**config.mk**
```make
export PLATFORM = sky130hd
export DESIGN_NAME = jtframe_rom_arb
export DESIGN_NICKNAME = d
export VERILOG_FILES = /design/src/rtl/jtframe_rom_arb.sv
export SDC_FILE = /design/constraint.sdc
export NUM_CORES = 1
export LEC_CHECK = 0
export BUFFER_PORTS_ARGS = -buffer_cell sky130_fd_sc_hd__buf_2
export CAP_MARGIN = 25
export CORE_ASPECT_RATIO = 1.75
export CORE_UTILIZATION = 59
export CTS_BUF_LIST = sky130_fd_sc_hd__clkbuf_4
export CTS_CLUSTER_DIAMETER = 120
export DETAILED_ROUTE_END_ITERATION = 10
export PLACE_DENSITY = 0.95
export SYNTH_ARGS = -nofsm -noshare
export SYNTH_HDL_FRONTEND = slang
export SYNTH_HIERARCHICAL = 1
export SYNTH_SLANG_ARGS = --single-unit
```
**constraint.sdc**
```tcl
create_clock -name clk_rom -period 4.3 [get_ports clk_rom]
set_clock_uncertainty 0.1 [all_clocks]
set_input_delay 0.215 -clock clk_rom [delete_from_list [all_inputs] [get_ports clk_rom]]
set_output_delay 0.215 -clock clk_rom [all_outputs]
set_load 0.005 [all_outputs]
```
**src/rtl/jtframe_rom_arb.sv**
```systemverilog
// jtframe_rom_arb: four-slot ROM request arbiter with a one-word cache per slot.
// Cache misses are sent one at a time to the single SDRAM read port.
// refresh_en is raised only when the port is idle and no slot is waiting.
// Optional macro JTFRAME_ARB_RR_EN selects round-robin arbitration.
// Without it, arbitration is fixed priority with slot 0 highest.

// Per-slot cache: stores the last fetched word and its address.
module jtframe_rom_arb_slot #(
  parameter int AW = 22,
  parameter int DW = 32
)(
  input  logic          clk,
  input  logic          rst,
  input  logic          cs,
  input  logic [AW-1:0] addr,
  input  logic          clr,
  input  logic          fill,
  input  logic [AW-1:0] faddr,
  input  logic [DW-1:0] fdata,
  output logic [DW-1:0] dout,
  output logic          ok
);
  logic          valid;
  logic [AW-1:0] caddr;

  // Capture a fill.
  // While downloading, keep valid clear so any word arriving late is never trusted.
  always_ff @(posedge clk or posedge rst) begin
    if (rst) begin
      valid <= 1'b0;
      caddr <= '0;
      dout  <= '0;
    end else begin
      if (fill) begin
        caddr <= faddr;
        dout  <= fdata;
      end
      if (clr)       valid <= 1'b0;
      else if (fill) valid <= 1'b1;
    end
  end

  assign ok = cs & valid & (addr == caddr);
endmodule

module jtframe_rom_arb #(
  parameter int AW = 22,
  parameter int DW = 32
)(
  input  logic          rst,
  input  logic          clk_rom,
  input  logic          downloading,
  input  logic          loop_rst,
  input  logic [3:0]    slot_cs,
  input  logic [4*AW-1:0] slot_addr,
  output logic [4*DW-1:0] slot_dout,
  output logic [3:0]    slot_ok,
  output logic          sdram_req,
  input  logic          sdram_ack,
  output logic [AW-1:0] sdram_addr,
  input  logic [DW-1:0] data_read,
  input  logic          data_rdy,
  output logic          refresh_en
);
  typedef enum logic [1:0] {IDLE, REQ, WAIT} st_t;

  st_t                 st;
  logic [1:0]          gnt, win;
  logic [3:0]          miss, fill_v;
  logic                fill;
  logic [3:0][AW-1:0]  addr_a;
  logic [3:0][DW-1:0]  dout_a;

  assign addr_a    = slot_addr;
  assign slot_dout = dout_a;
  assign miss      = slot_cs & ~slot_ok;

  // Data is accepted in WAIT.
  // It is also accepted in REQ when ack and data arrive in the same cycle.
  assign fill = data_rdy & ((st == WAIT) | ((st == REQ) & sdram_ack));

  // Refresh is allowed only when the port is free and no slot is waiting.
  // It is held low during reset and downloading.
  assign refresh_en = ~rst & ~downloading & (st == IDLE) & ~|miss;

  genvar n;
  generate
    for (n = 0; n < 4; n++) begin : g_slot
      assign fill_v[n] = fill & (gnt == 2'(n));
      jtframe_rom_arb_slot #(.AW(AW), .DW(DW)) u_slot (
        .clk   (clk_rom),
        .rst   (rst),
        .cs    (slot_cs[n]),
        .addr  (addr_a[n]),
        .clr   (downloading),
        .fill  (fill_v[n]),
        .faddr (sdram_addr),
        .fdata (data_read),
        .dout  (dout_a[n]),
        .ok    (slot_ok[n])
      );
    end
  endgenerate

`ifdef JTFRAME_ARB_RR_EN
  logic [1:0] last_gnt;

  // Round-robin: the search starts at the slot after the last grant.
  // The descending loop leaves the closest miss as the winner.
  always_comb begin
    logic [1:0] idx;
    idx = '0;
    win = '0;
    for (int k = 3; k >= 0; k--) begin
      idx = last_gnt + 2'(k) + 2'd1;
      if (miss[idx]) win = idx;
    end
  end

  // Remember the most recent grant for the next search.
  always_ff @(posedge clk_rom or posedge rst) begin
    if (rst) last_gnt <= '0;
    else if (st == IDLE && !downloading && !loop_rst && |miss) last_gnt <= win;
  end
`else
  // Fixed priority: the lowest-numbered missing slot wins.
  always_comb begin
    win = '0;
    for (int k = 3; k >= 0; k--)
      if (miss[k]) win = 2'(k);
  end
`endif

  // Request sequencer: grant, then handshake, then wait for data, one miss at a time.
  always_ff @(posedge clk_rom or posedge rst) begin
    if (rst) begin
      st         <= IDLE;
      sdram_req  <= 1'b0;
      sdram_addr <= '0;
      gnt        <= '0;
    end else begin
      case (st)
        IDLE: if (!downloading && !loop_rst && |miss) begin
          sdram_addr <= addr_a[win];
          gnt        <= win;
          sdram_req  <= 1'b1;
          st         <= REQ;
        end
        REQ: if (sdram_ack) begin
          sdram_req <= 1'b0;
          st        <= data_rdy ? IDLE : WAIT;
        end
        WAIT: if (data_rdy) st <= IDLE;
        default: st <= IDLE;
      endcase
    end
  end
endmodule
```
=== Word-level counts from Yosys, hierarchy flattened ===
Cells that the tools add are included.

* Register bits after elaboration: 247
* Bits of input ports: 130
* Output and inout port bits: 156
* Word-level logic and storage cells: 89

* Order comparisons: 1
* Equal/unequal tests: 12
* Mux-type cells: 22
* Bitwise operators: 22
* Reduce and logical (&&, ||, !) cells: 16

{| class="wikitable"
|+ Operators by type and width
! cell !! count
|-
| equality test 22 bit || 4
|-
| binary-select mux 22 bit (select 2 bit) || 1
|-
| 2-to-1 mux 22 bit || 1
|-
| AND 1 bit || 17
|-
| 2-to-1 mux 2 bit || 8
|-
| 2-to-1 mux 1 bit || 10
|-
| nonzero test 2 bit || 5
|-
| equality test 2 bit (second input constant) || 3
|-
| one-hot mux 2 bit (3 select lines) || 1
|-
| AND reduction 3 bit || 2
|-
| AND 4 bit || 1
|-
| equality test 2 x 1 -> 1 bit (second input constant) || 2
|-
| zero test 2 bit || 2
|-
| != test 2 bit (second input constant) || 2
|-
| inverter 4 bit || 1
|-
| OR reduction 4 bit || 1
|-
| zero test 1 bit || 3
|-
| < comparator 2 x 3 -> 1 bit (second input constant) || 1
|-
| logical AND 1 bit || 2
|-
| != test 2 x 1 -> 1 bit (second input constant) || 1
|-
| inverter 1 bit || 2
|-
| one-hot mux 1 bit (2 select lines) || 1
|-
| AND reduction 2 bit || 1
|-
| OR 1 bit || 1
|}

=== Logic depth before layout (Yosys ltp) ===
* Depth in word-level cells: 10
* Depth in mapped cells: 11
* Gate-level depth less buffers: 8

=== By module ===
Netlist, hierarchy kept.

{| class="wikitable"
|+ By module, submodules not included
! module !! instances !! cells each !! area each (um^2) !! sequential area each (um^2)
|-
| jtframe_rom_arb_slot || 4 || 148 || 2,273.4 || 1,376.3
|-
| jtframe_rom_arb || 1 || 204 || 1,769.2 || 675.6
|}

=== Least setup slack after synthesis ===
No wires, ideal clock.

* Path type: reg2reg
* Start point: register g_slot[1].u_slot.caddr[20]
* End point: register sdram_addr[13]
* Library setup time: 124 ps
* Arrival: 2,502 ps
* Required time: 4,076 ps
* Path slack: 1,574 ps
* Stages on the path, launching flop included: 10
* Buffers on the path: 1
* Clock period less this slack: 2,726 ps
* Path through: dfrtp_1 -> xnor2_1 -> nand3_1 -> or4_1 -> nor4_2 -> nand2b_1 -> clkbuf_1 -> nand4_1 -> o221ai_1 -> o31ai_2

* Word-level cells in the longest chain between the ends: 8
* Elaborated cells on any way between the ends: 11
* Classes of those cells: eq/ne (1); mux (4); bitwise (3); reduce/logical (3)

{| class="wikitable"
|+ RTL lines
! what !! line !! RTL
|-
| start: declaration || 24 || <nowiki>logic [AW-1:0] caddr;</nowiki>
|-
| start signal: assignment || 35 || <nowiki>caddr <= faddr;</nowiki>
|-
| equality test 22 bit (*) || 43 || <nowiki>assign ok = cs & valid & (addr == caddr);</nowiki>
|-
| AND 1 bit (*) || 43 ||
|-
| named net slot_ok[1] || 57 || <nowiki>output logic [3:0] slot_ok,</nowiki>
|-
| inverter 4 bit (*) || 76 || <nowiki>assign miss = slot_cs & ~slot_ok;</nowiki>
|-
| AND 4 bit (*) || 76 ||
|-
| 2-to-1 mux 2 bit (2 in series) || 130 || <nowiki>if (miss[k]) win = 2'(k);</nowiki>
|-
| binary-select mux 22 bit (select 2 bit) || 144 || <nowiki>sdram_addr <= addr_a[win];</nowiki>
|-
| 2-to-1 mux 22 bit (not written as such) || 144 ||
|-
| end signal: assignment || 144 ||
|-
| end: declaration || 60 || <nowiki>output logic [AW-1:0] sdram_addr,</nowiki>
|}

Mark *: on every way through the listed nets, which the timed path passes. The rest lies on a longest branch. The select of a mux whose other input is x is not followed.
A chain may end at the register's enable or synchronous reset.

=== Worst setup path in the final report ===
* Start point: register g_slot[0].u_slot.caddr[20]
* End point: register sdram_addr[14]

* Word-level cells in the longest chain between the ends: 7
* Elaborated cells on any way between the ends: 10
* Classes of those cells: eq/ne (1); mux (3); bitwise (3); reduce/logical (3)

{| class="wikitable"
|+ RTL lines
! what !! line
|-
| start: declaration || 24
|-
| start signal: assignment || 35
|-
| equality test 22 bit (*) || 43
|-
| AND 1 bit (*) || 43
|-
| inverter 4 bit (*) || 76
|-
| AND 4 bit (*) || 76
|-
| 2-to-1 mux 2 bit or OR reduction 4 bit (tied branches) || 130, 143
|-
| binary-select mux 22 bit (select 2 bit) or logical AND 1 bit (tied branches) || 144, 143
|-
| 2-to-1 mux 22 bit (not written as such) or AND reduction 2 bit (tied branches) || n/a
|}

Every way passes the cells marked *; elsewhere a longest branch is shown, timed or not. The select of a mux whose other input is x is not followed.

==> flow_summary.ini <==
[outcome]
status = complete, no violations

[clock_network]
numCtsBuffers = 54
cts_tree = built
h-tree-depth = 2
cts_setup_buffers = 0
clock-root-buffer = clkbuf_4
clk_latency_ps = 690
path_clk_slew_ps = 70
cts_sinks = 247
cts_buffer_depth = 3

[drt]
drt_iter0_drc = 569
wl_um = 36800
routed_wire_length_per_instance_um = 24.7
drtAntennaViolNets = 0
drc = 0
drt-pass1-iter-count = 5
via_count = 9036
viasPerCell = 6.07

[synth]
synth_edf_count = 0
synthTopCellsByArea = dfrtp_1 (57%), mux2_2 (22%), xnor2_1 (5.2%), xor2_1 (1.9%), nand2_1 (1.5%)
synth_warnings = 6
synthArstFlopShare_pct = 100
avgSynthCellArea_um2 = 13.6
ys_types = 33
netlist.area_leader.share_pct = 56.9
ys_top_cells_by_count = dfrtp_1 (247), mux2_2 (216), xnor2_1 (64), nand2_1 (42)
synth_seq_area_share_pct = 56.9
ys.flop_type = dfrtp_1
ys_seq_elements = 247
yosys.cell_count.top_type = dfrtp_1
syn_inst = 796
yosys.area.top_type = dfrtp_1
syn-num-nets = 926
syn_area_um2 = 10900

[critical_path]
path_class = reg2reg
crit_path_max_incr_delay_ps = 600
crit_arrival_ps = 4620
crit_fanout = 14
required_ps = 4740
worst_path_max_delay_cell = or4_1
crit_chain = xnor2_1 -> nand3_1 -> or4_1 -> nor4_2 -> nand2b_2 -> buf_4 -> nand4_1 -> o221ai_1 -> o31ai_2 -> dlygate4sd3_1
cp-end-kind = flip-flop
startpoint_type = flip-flop

[placement]
placed_area_um2 = 12600
dp_hpwl_um = 22900
place.gp.congestion = 0.925
port-buffer-count = 285
place_inst = 1290

[cells_and_area]
design_area_um2 = 14300
n_fill_cell = 1007
regArea_um2 = 6180
layout.nets = 1346
drive_gt1_share_pct = 49.5
multi_input_area_um2 = 4490
synthToLayoutAreaGrowth_pct = 31.3
fin_cells = 1488

[floorplan]
core_region_area_um2 = 18100
die_w_um = 105
design.portCount = 286
start_util_pct = 60.2
rows = 65
dieArea_um2 = 19000
die_h_um = 182

[power_and_ir_drop]
p_clk_share_pct = 20.3
sw_frac_of_total_pct = 33.3
p_switching_mw = 2.90
power_density_nw_per_um2 = 611
internal_power_mw = 5.81
p_leak_nw = 6.95
comb_power_share_pct = 32.4
peakVddDrop_mv = 0.464
total_power_mw = 8.72
seq_power_share_pct = 47.2

[timing]
max_freq_ghz = 0.239
max_slew.worst_pin.slew_ps = 844
fin_crit_ps = 4190
period_share_pct = 97.4
report.final.slew_viol_count = 0
rsz0062_at_grt = true
hold_violations = 0
hold_ws_ps = 80.1
setup_viol = 0
tns_ps = 0
relSlewSlack_pct = 43.7

[run]
maxCapViolations = 0

[global_routing]
grt_pass1_vias = 10100
grt_start_max_net_pins = 54
overflow = 0
grt_pass1_wl_um = 56400
antenna_found_initial = 2
grt.total_usage_pct = 39.7

[min_path]
min_path_type = in2reg
-- worst paths after layout --
path	start	end	slack, ps	depth (start not counted)
hold reg to reg	g_slot[3].u_slot/valid	g_slot[3].u_slot/valid	400	2
hold / removal	slot_cs[3]	gnt[1]	80	5
max in group asynchronous	rst	g_slot[2].u_slot/dout[12]	2840	4
setup / recovery	g_slot[0].u_slot/caddr[20]	sdram_addr[14]	110	10
min in group asynchronous	rst	sdram_addr[1]	130	3
setup reg to reg	g_slot[0].u_slot/caddr[20]	sdram_addr[14]	110	10
-- cell usage in the layout (no fill, tap or decap), types with 3 or more instances in the layout --
cell / netlist / layout
nor4_2: 4 / 4
nand3_1: 18 / 18
dfrtp_1: 247 / 247
mux2_2: 216 / 216
nor2_1: 8 / 8
nor2b_1: 4 / 4
xnor2_1: 64 / 64
o31ai_2: 5 / 5
buf_2: 24 / 285
o211ai_1: 13 / 13
nand2_1: 42 / 41
inv_2: 0 / 5
buf_4: 0 / 14
or3_1: 10 / 10
o221ai_1: 9 / 8
o31ai_1: 4 / 4
nand2b_1: 4 / 3
dlygate4sd3_1: 0 / 104
or4_1: 6 / 6
a21oi_1: 11 / 11
a21o_1: 14 / 14
nor4_1: 5 / 5
mux2i_1: 13 / 13
nand4_1: 18 / 18
clkinv_1: 0 / 9
xor2_1: 24 / 24
clkbuf_4: 0 / 81
-- power groups by stage --
stage                     sequential [mW]  clock, mW  combinational (mW)
after CTS                            4.04       1.76                2.72
after global routing                 4.21       1.90                2.99
after global placement               3.98          0                2.46
after floorplan                      3.99          0                1.39
final                                4.11       1.77                2.83
after detailed placement             4.06          0                2.59
-- routing by layer --
| layer | vias to the layer above | wire length, µm | GRT usage (%) |
|---|---|---|---|
| li1 | 3709 | - | - |
| met1 | 4502 | 12000 | 41.9 |
| met2 | 625 | 18900 | 67.5 |
| met3 | 200 | 2790 | 8.94 |
| met4 | 0 | 3130 | 32.1 |
| met5 | - | 0 | 0 |
-- worst max-delay path: cells and delay by family (launching register included) --
kind	cells	cell delay [ps]
compound gates	2	500
xor+xnor	1	170
buf+inv	2	840
flops	1	390
simple gates	5	2070
-- through the flow --
stage,worst slack (ps),util [%]
2_1_floorplan,1570,-
3_3_place_gp,753,69.3
3_5_place_dp,711,69.5
4_1_cts,153,78.9
5_1_grt,-47.7,79.0
6_report,113,79.0
-- registers in the layout (all words and copies together), names as in the netlist --
signal	flops
g_slot.u_slot/caddr	88
g_slot.u_slot/valid	4
sdram_addr	22
st	2
sdram_req	1
gnt	2
g_slot.u_slot/dout	128
-- timing repair --
item | 4_1_cts | 5_1_grt
hold buffers | 104 | 0
resized for setup | 0 | 3
setup endpoints to repair | 0 | 14
endpoints found under the hold margin | 298 | 0
-- cells by family after synthesis --
kind of cell | Yosys count | share of synthesized area (%)
AOI/OAI and AO/OA | 60 | 4.20
xor gates and xnor gates | 88 | 7.10
buffers and inverters | 47 | 2.04
DFF | 247 | 56.9
muxes | 229 | 23.6
and+or+nand+nor | 125 | 6.17
-- area by class of cell --
cell class | instances | area share (%)
Sequential cell | 247 | 43.3
Multi-Input combinational cell | 502 | 31.5
Clock inverter | 11 | 0.298
Clock buffer | 81 | 4.26
Inverter | 6 | 0.158
Tap cell | 234 | 2.05
Antenna cell | 2 | 0.0351
Timing Repair Buffer | 405 | 18.4
Note: power is estimated with default switching activity, not from simulation.
